===== config.mk =====
export PLATFORM = sky130hd
export DESIGN_NAME = rr_arbiter_4
export DESIGN_NICKNAME = d
export VERILOG_FILES = /design/src/rtl/rr_arbiter_4.sv
export SDC_FILE = /design/constraint.sdc
export NUM_CORES = 1
export LEC_CHECK = 0
export CORE_MARGIN = 1.5
export CORE_UTILIZATION = 47
export CTS_CLUSTER_SIZE = 28
export DETAILED_ROUTE_END_ITERATION = 10
export GPL_ROUTABILITY_DRIVEN = 0
export PLACE_DENSITY = 0.82
export SYNTH_ARGS = -nofsm -noshare
export SYNTH_HDL_FRONTEND = slang
export SYNTH_SLANG_ARGS = --single-unit

===== constraint.sdc =====
create_clock -name clk -period 1.95 [get_ports clk]
set_clock_uncertainty 0.1 [all_clocks]
set_input_delay 0.4875 -clock clk [delete_from_list [all_inputs] [get_ports clk]]
set_output_delay 0.4875 -clock clk [all_outputs]
set_load 0.1 [all_outputs]

===== src/rtl/rr_arbiter_4.sv =====
// rr_arbiter_4: four-requester round-robin arbiter with registered one-hot grant.
// An owner keeps the grant for as long as it requests; there is no preemption, and
// every release is followed by at least one idle arbitration cycle.
// Optional grant-hold timeout is enabled with `define RR_ARBITER_4_TIMEOUT_EN: when an
// owner has held for MAX_HOLD cycles and still requests, its grant is revoked and
// timeout pulses for one cycle.
module rr_arbiter_4 #(
    parameter int unsigned MAX_HOLD = 8
) (
    input  logic       clk,
    input  logic       rst_n,
    input  logic [3:0] req,
    output logic [3:0] gnt,
    output logic [1:0] gnt_id,
    output logic       gnt_vld,
    output logic       timeout
);

    typedef enum logic {
        IDLE,
        GRANT
    } state_t;

    state_t     state;
    state_t     state_n;
    logic [1:0] ptr;
    logic [1:0] ptr_n;
    logic [1:0] gnt_id_n;
    logic       gnt_vld_n;
    logic       timeout_n;
    logic [3:0] gnt_n;

    logic       found;
    logic [1:0] pick;
    logic [1:0] idx;

`ifdef RR_ARBITER_4_TIMEOUT_EN
    localparam logic [7:0] HOLD_LAST = 8'(MAX_HOLD - 1);
    logic [7:0] hold_cnt;
    logic [7:0] hold_cnt_n;
`endif

    if (MAX_HOLD < 2 || MAX_HOLD > 255) begin : g_bad_max_hold
        $error("rr_arbiter_4: MAX_HOLD must be in 2..255");
    end

    // Round-robin search: first requester at or after ptr (mod 4) wins.
    always_comb begin
        found = 1'b0;
        pick  = ptr;
        idx   = ptr;
        for (int unsigned k = 0; k < 4; k++) begin
            idx = ptr + k[1:0];
            if (!found && req[idx]) begin
                found = 1'b1;
                pick  = idx;
            end
        end
    end

    // Next-state and next-output logic; gnt is always the gated decode of gnt_id.
    always_comb begin
        state_n   = state;
        ptr_n     = ptr;
        gnt_id_n  = gnt_id;
        gnt_vld_n = gnt_vld;
        timeout_n = 1'b0;
`ifdef RR_ARBITER_4_TIMEOUT_EN
        hold_cnt_n = hold_cnt;
`endif
        case (state)
            IDLE: begin
                gnt_vld_n = 1'b0;
                if (found) begin
                    state_n   = GRANT;
                    ptr_n     = pick + 2'd1;
                    gnt_id_n  = pick;
                    gnt_vld_n = 1'b1;
`ifdef RR_ARBITER_4_TIMEOUT_EN
                    hold_cnt_n = '0;
`endif
                end
            end
            GRANT: begin
                if (!req[gnt_id]) begin
                    state_n   = IDLE;
                    gnt_vld_n = 1'b0;
                end
`ifdef RR_ARBITER_4_TIMEOUT_EN
                else if (hold_cnt == HOLD_LAST) begin
                    state_n   = IDLE;
                    gnt_vld_n = 1'b0;
                    timeout_n = 1'b1;
                end else begin
                    hold_cnt_n = hold_cnt + 8'd1;
                end
`endif
            end
            default: begin
                state_n   = IDLE;
                gnt_vld_n = 1'b0;
            end
        endcase
        gnt_n = gnt_vld_n ? (4'b0001 << gnt_id_n) : '0;
    end

    // State and registered outputs; reset clears everything immediately.
    always_ff @(posedge clk or negedge rst_n) begin
        if (!rst_n) begin
            state   <= IDLE;
            ptr     <= '0;
            gnt     <= '0;
            gnt_id  <= '0;
            gnt_vld <= 1'b0;
            timeout <= 1'b0;
`ifdef RR_ARBITER_4_TIMEOUT_EN
            hold_cnt <= '0;
`endif
        end else begin
            state   <= state_n;
            ptr     <= ptr_n;
            gnt     <= gnt_n;
            gnt_id  <= gnt_id_n;
            gnt_vld <= gnt_vld_n;
            timeout <= timeout_n;
`ifdef RR_ARBITER_4_TIMEOUT_EN
            hold_cnt <= hold_cnt_n;
`endif
        end
    end

endmodule


# == Word-level counts from Yosys, hierarchy flattened ==
# Index checks and enable logic that the tools add are counted.
# totals
reg_bits,10
inputBits,6
out_inout_bits,8
elab_cells,48
# op_classes
n_addsub,4
order_cmp,5
shift,1
muxes,25
bitwise_logic,1
reduce_logical,7
# op_table
operator,count
2-bit by 3-bit < comparator with 1-bit output (second input constant),5
1-bit 2-to-1 mux,12
1-bit binary-select mux with 2-bit select,5
2-bit 2-to-1 mux,5
2-bit by 1-bit adder with 2-bit output (second input constant),2
2-bit adder (second input constant),2
4-bit 2-to-1 mux,1
1-bit case mux with 2 select lines,2
1-bit by 2-bit << shifter with 4-bit output (first input constant),1
1-bit logical AND,3
1-bit zero test,3
2-bit AND reduction,1
1-bit NOT,1

# == Logic depth before layout (Yosys ltp) ==
# Gate-level depths: netlist of run 1.
# logic_depth
ltp_word,16
depth_mapped,5
ltp_nobuf,4

# == Worst setup path before layout of run 1 ==
# Ideal clock, no wire load.
# synth_timing
path_kind,register -> register
startpoint,register gnt_id[1]
endpoint,register gnt[0]
setup_ns,0.120
t_arrival_ns,1.907
required_ns,1.730
path_slack_ns,-0.177
stages_incl_launch_ff,5
n_path_buf,0
period_less_slack_ns,2.127
cell_sequence,dfrtp_1 mux2_1 or3b_1 nand4_1 a31o_1
# synth_via
elab_chain_len,5
elab_cells_between_ends,8
classes_between,1 x shift; 7 x mux
# synth_rtl
item,line_no,rtl
"start, declared",14,"output logic [1:0] gnt_id,"
"start signal, assigned",123,gnt_id <= gnt_id_n;
1-bit binary-select mux with 2-bit select,85,if (!req[gnt_id]) begin
1-bit 2-to-1 mux (not written as such),85,
1-bit 2-to-1 mux,85,
1-bit case mux with 2 select lines,71,case (state)
4-bit 2-to-1 mux *,104,gnt_n = gnt_vld_n ? (4'b0001 << gnt_id_n) : '0;
named net gnt_n[0],31,logic [3:0] gnt_n;
"end signal, assigned",122,gnt <= gnt_n;
"end, declared",13,"output logic [3:0] gnt,"
# The timed path passes the listed nets; every way through them passes the cells marked *. The select of a mux whose other input is x is not followed.
# A chain may end at the register's enable or synchronous reset.

# == Worst setup path after layout of run 1 ==
# layout_timing
startpoint,input port req[0]
endpoint,register gnt[0]
# layout_via
elab_chain_len,16
elab_cells_between_ends,30
classes_between,1 x shift; 23 x mux; 6 x reduce/logical
# layout_rtl
item,line_no,rtl
"start, declared",12,"input logic [3:0] req,"
1-bit binary-select mux with 2-bit select,54,if (!found && req[idx]) begin
1-bit 2-to-1 mux (not written as such),54,
1-bit 2-to-1 mux,54,
1-bit zero test,54,
1-bit logical AND,54,
1-bit 2-to-1 mux,54,
1-bit zero test,54,
1-bit logical AND,54,
1-bit 2-to-1 mux,54,
1-bit zero test,54,
1-bit logical AND,54,
2-bit 2-to-1 mux / 1-bit 2-to-1 mux (equally long branches),54,
2-bit 2-to-1 mux,74,if (found) begin
2-bit 2-to-1 mux,71,
1-bit by 2-bit << shifter with 4-bit output,104,
4-bit 2-to-1 mux *,104,
named net gnt_n[0],31,
# Marks and branches as above.

==> tab_implementation.tex, run 1 <==
\begin{tabular}{lr}
\hline
Metric & Value \\
\hline
\multicolumn{2}{l}{\textbf{Global route}} \\
Initial antenna violation count & 0 \\
Overall overflow remaining after global route & 0 \\
Overall track demand over capacity in global routing & 0.2292 \\
Via count of the first global-routing pass & 564 \\
Largest net degree at the start of global routing & 11 \\
First-pass GRT wire length & 2359 microns \\
\multicolumn{2}{l}{\textbf{Detailed routing}} \\
Post-detailed-route DRC marker count & 0 \\
Total vias in the final route & 626 \\
First drt pass iteration count & 4 \\
Average wire length per cell after detail routing & 13.21 microns \\
Antenna viol nets, final & 0 \\
DRT iter0 DRCs & 11 \\
Mean number of vias per cell & 5.691 \\
Post-detailed-routing wire length & 1453 microns \\
\multicolumn{2}{l}{\textbf{Yosys}} \\
Synthesized area per cell & 8.935 sq um \\
Cell count after synthesis & 71 \\
Post-synthesis sequential area ratio & 0.3945 \\
Post-synth EDFFs & 0 \\
Net Count, Synth & 77 \\
Post-synthesis async set-or-reset flop share & 1.000 \\
Yosys cell types & 35 \\
Synthesis warning total & 0 \\
Mapped cell area & 634.4 sq um \\
Ys flop type & sky130\_fd\_sc\_hd\_\_dfrtp\_1 \\
Flip-flop and latch count after synthesis & 10 \\
\multicolumn{2}{l}{\textbf{Setup path}} \\
Reg2Reg Depth & 4 \\
Worst setup SP type & primary input \\
Cells traversed along the worst timing path & clkdlybuf4s50\_1 > mux2\_1 > or3b\_1 > nand4\_1 > a31o\_1 \\
Data required time at the worst endpoint & 2.00 ns \\
Slack of the worst reg-to-reg path & 0.29 ns \\
Reg-to-reg critical path endpoint & gnt[0] \\
Reg-to-Reg Start & gnt\_id[1] \\
Critical Path Slowest Stage Cell & sky130\_fd\_sc\_hd\_\_clkdlybuf4s50\_1 \\
Longest individual stage delay on the worst path & 0.49 ns \\
Worst Setup End Kind & register \\
Largest delay contributor family on the critical path & buffers and inverters \\
Buf+Inv Stages, Crit Path & 1 \\
Critical path start-end classification & in2reg \\
Maximum fanout along the worst path & 6 \\
Crit path arrival time & 1.95 ns \\
\multicolumn{2}{l}{\textbf{STA}} \\
Peak clock frequency supported by timing & 527.5 MHz \\
Worst hold margin & 0.4253 ns \\
Fraction of the cycle the final worst path needs & 0.9722 \\
Setup-violating endpoint count in the final report & 0 \\
Max Transition Viols Final & 0 \\
Number of endpoints with negative hold slack in the final report & 0 \\
Min Tclk post-route & 1.896 ns \\
RSZ-0062 raised after global routing & false \\
\multicolumn{2}{l}{\textbf{Clocking}} \\
Post-CTS setup buffer count & 0 \\
Clk Tree Root Cell & sky130\_fd\_sc\_hd\_\_clkbuf\_4 \\
CTS H-tree depth & 1 \\
Maximum number of buffers from clock root to sink & 2 \\
Hold buffers post-CTS & 0 \\
Latest clock arrival within the worst-skew pair & 0.26 ns \\
Reg clk slew, reported paths & 0.06 ns \\
Total clock buffers created by CTS & 3 \\
Clock Sink Count & 10 \\
Clock tree from TritonCTS & yes \\
\multicolumn{2}{l}{\textbf{Finish}} \\
Cell area after layout & 942.2 sq um \\
Total area of multi-input combinational cells & 352.8 sq um \\
Combined flip-flop and latch cell area & 251.5 sq um \\
Final-stage net count & 102 \\
Area overhead of the layout relative to synthesis & 48.52\% \\
Fill cell count & 94 \\
Count of antenna diodes in the layout & 0 \\
Fraction of layout cells with a size suffix above 1 & 0.2947 \\
\multicolumn{2}{l}{\textbf{Die}} \\
Ports & 14 \\
Chip height & 39.74 microns \\
Placeable core region & 1285 sq um \\
Die span in x & 39.74 microns \\
Site Rows & 13 \\
Starting Density & 0.4937 \\
Floorplan die area & 1579 sq um \\
\multicolumn{2}{l}{\textbf{Hold path}} \\
Worst min path class & in2async \\
\multicolumn{2}{l}{\textbf{Placed design}} \\
Quantity of I/O buffers inserted on ports & 12 \\
Half-perimeter wire length of the detailed placement result & 1207 microns \\
Area post-placement & 903.4 sq um \\
\multicolumn{2}{l}{\textbf{Flow run}} \\
Max-cap violations & 0 \\
\multicolumn{2}{l}{\textbf{Status}} \\
Outcome & complete, no violations \\
\hline
\end{tabular}
-- cell type report --
cell class | count | area share
Sequential cell | 10 | 0.2669
Multi-Input combinational cell | 56 | 0.3745
Inverter | 2 | 0.007968
Tap cell | 15 | 0.01992
Clock buffer | 4 | 0.03851
Timing Repair Buffer | 23 | 0.2922
-- cells in the mapped netlist (2+ instances only) --
cell type                  number  area share
sky130_fd_sc_hd__dfrtp_1       10        0.39
sky130_fd_sc_hd__nand2_1        7       0.041
sky130_fd_sc_hd__nor2_1         7       0.041
sky130_fd_sc_hd__nand2b_1       5       0.049
sky130_fd_sc_hd__o21ai_1        4       0.032
sky130_fd_sc_hd__o21ai_0        3       0.024
sky130_fd_sc_hd__a21oi_1        2       0.016
sky130_fd_sc_hd__a31oi_1        2       0.020
sky130_fd_sc_hd__mux2i_1        2       0.032
sky130_fd_sc_hd__nand4_1        2       0.020
sky130_fd_sc_hd__o32ai_1        2       0.028
sky130_fd_sc_hd__or3b_1         2       0.028
-- logic make-up after synthesis --
group | count (synthesis) | share of synthesized area
compound gates | 21 | 0.2407
other cells | 1 | 0.005911
buf+inv | 5 | 0.04929
simple gates | 31 | 0.2604
mux | 3 | 0.04931
flops | 10 | 0.3945
-- what timing repair did --
| action | in CTS | in global routing |
|---|---|---|
| hold endpoints to repair | 0 | 0 |
| gates resized for setup | 0 | 1 |
| endpoints found under the setup margin | 0 | 1 |
-- worst reg2reg max path: stages (launching register included) --
cell,delay [ns]
sky130_fd_sc_hd__dfrtp_2,0.47
sky130_fd_sc_hd__mux2_1,0.34
sky130_fd_sc_hd__or3b_1,0.22
sky130_fd_sc_hd__nand4_1,0.16
sky130_fd_sc_hd__a31o_1,0.26
-- cell usage in the layout, fill, tap and decap left out, drive strengths merged, types with 2 or more instances in the layout --
cell type / n
nand4: 2
buf: 18
a31oi: 2
dfrtp: 10
nand2: 7
a21oi: 2
a211oi: 2
o21ai: 7
mux2i: 2
or2: 2
nor2: 7
or3b: 2
o32ai: 2
clkbuf: 4
nand2b: 5
inv: 2
clkdlybuf4s50: 4
-- registers in the layout (all words and copies together), names as in the netlist --
name and flops:
gnt_vld 1, gnt_id 2, state 1, ptr 2, gnt 4
-- how the worst max path moves through the flow --
stage | startpoint | to | cells past startpoint
final | req[0] | gnt[0] | 5
after floorplan | gnt_vld | gnt[0] | 4
after global placement | req[2] | gnt[0] | 5
after detailed placement | req[0] | gnt[0] | 5
after global routing | req[0] | gnt[0] | 5
after CTS | req[2] | gnt[0] | 5
-- through the flow --
stage | setup TNS, ns | instances | util | worst slack [ns]
CTS | 0 | 110 | 0.7313 | 0.06873
global placement | -0.8256 | 106 | 0.7030 | -0.1749
global route | 0 | 110 | 0.7332 | 0.01641
finish | 0 | 110 | 0.7332 | 0.05430
detailed placement | -0.9354 | 106 | 0.7030 | -0.2209
floorplan | 0 | 71 | - | 0.08492
-- per-layer routing --
layer | track usage | share of wire
met5 | 0 | 0
met1 | 0.2727 | 0.42
met3 | 0.08523 | 0.052
met4 | 0.04310 | 0.014
met2 | 0.3893 | 0.51
Power of run 1 is left out: the tool's default activity adds up to more than one toggle a clock period on the data nets, which glitch-free logic cannot reach.
==> inputs of run 2 (changes only) <==
CAP_MARGIN = 15   (was not set)
==> results of run 2 <==
No change in the layout: final DEF, timing and power equal those of run 1.
Power of run 2 is left out for the same reason.
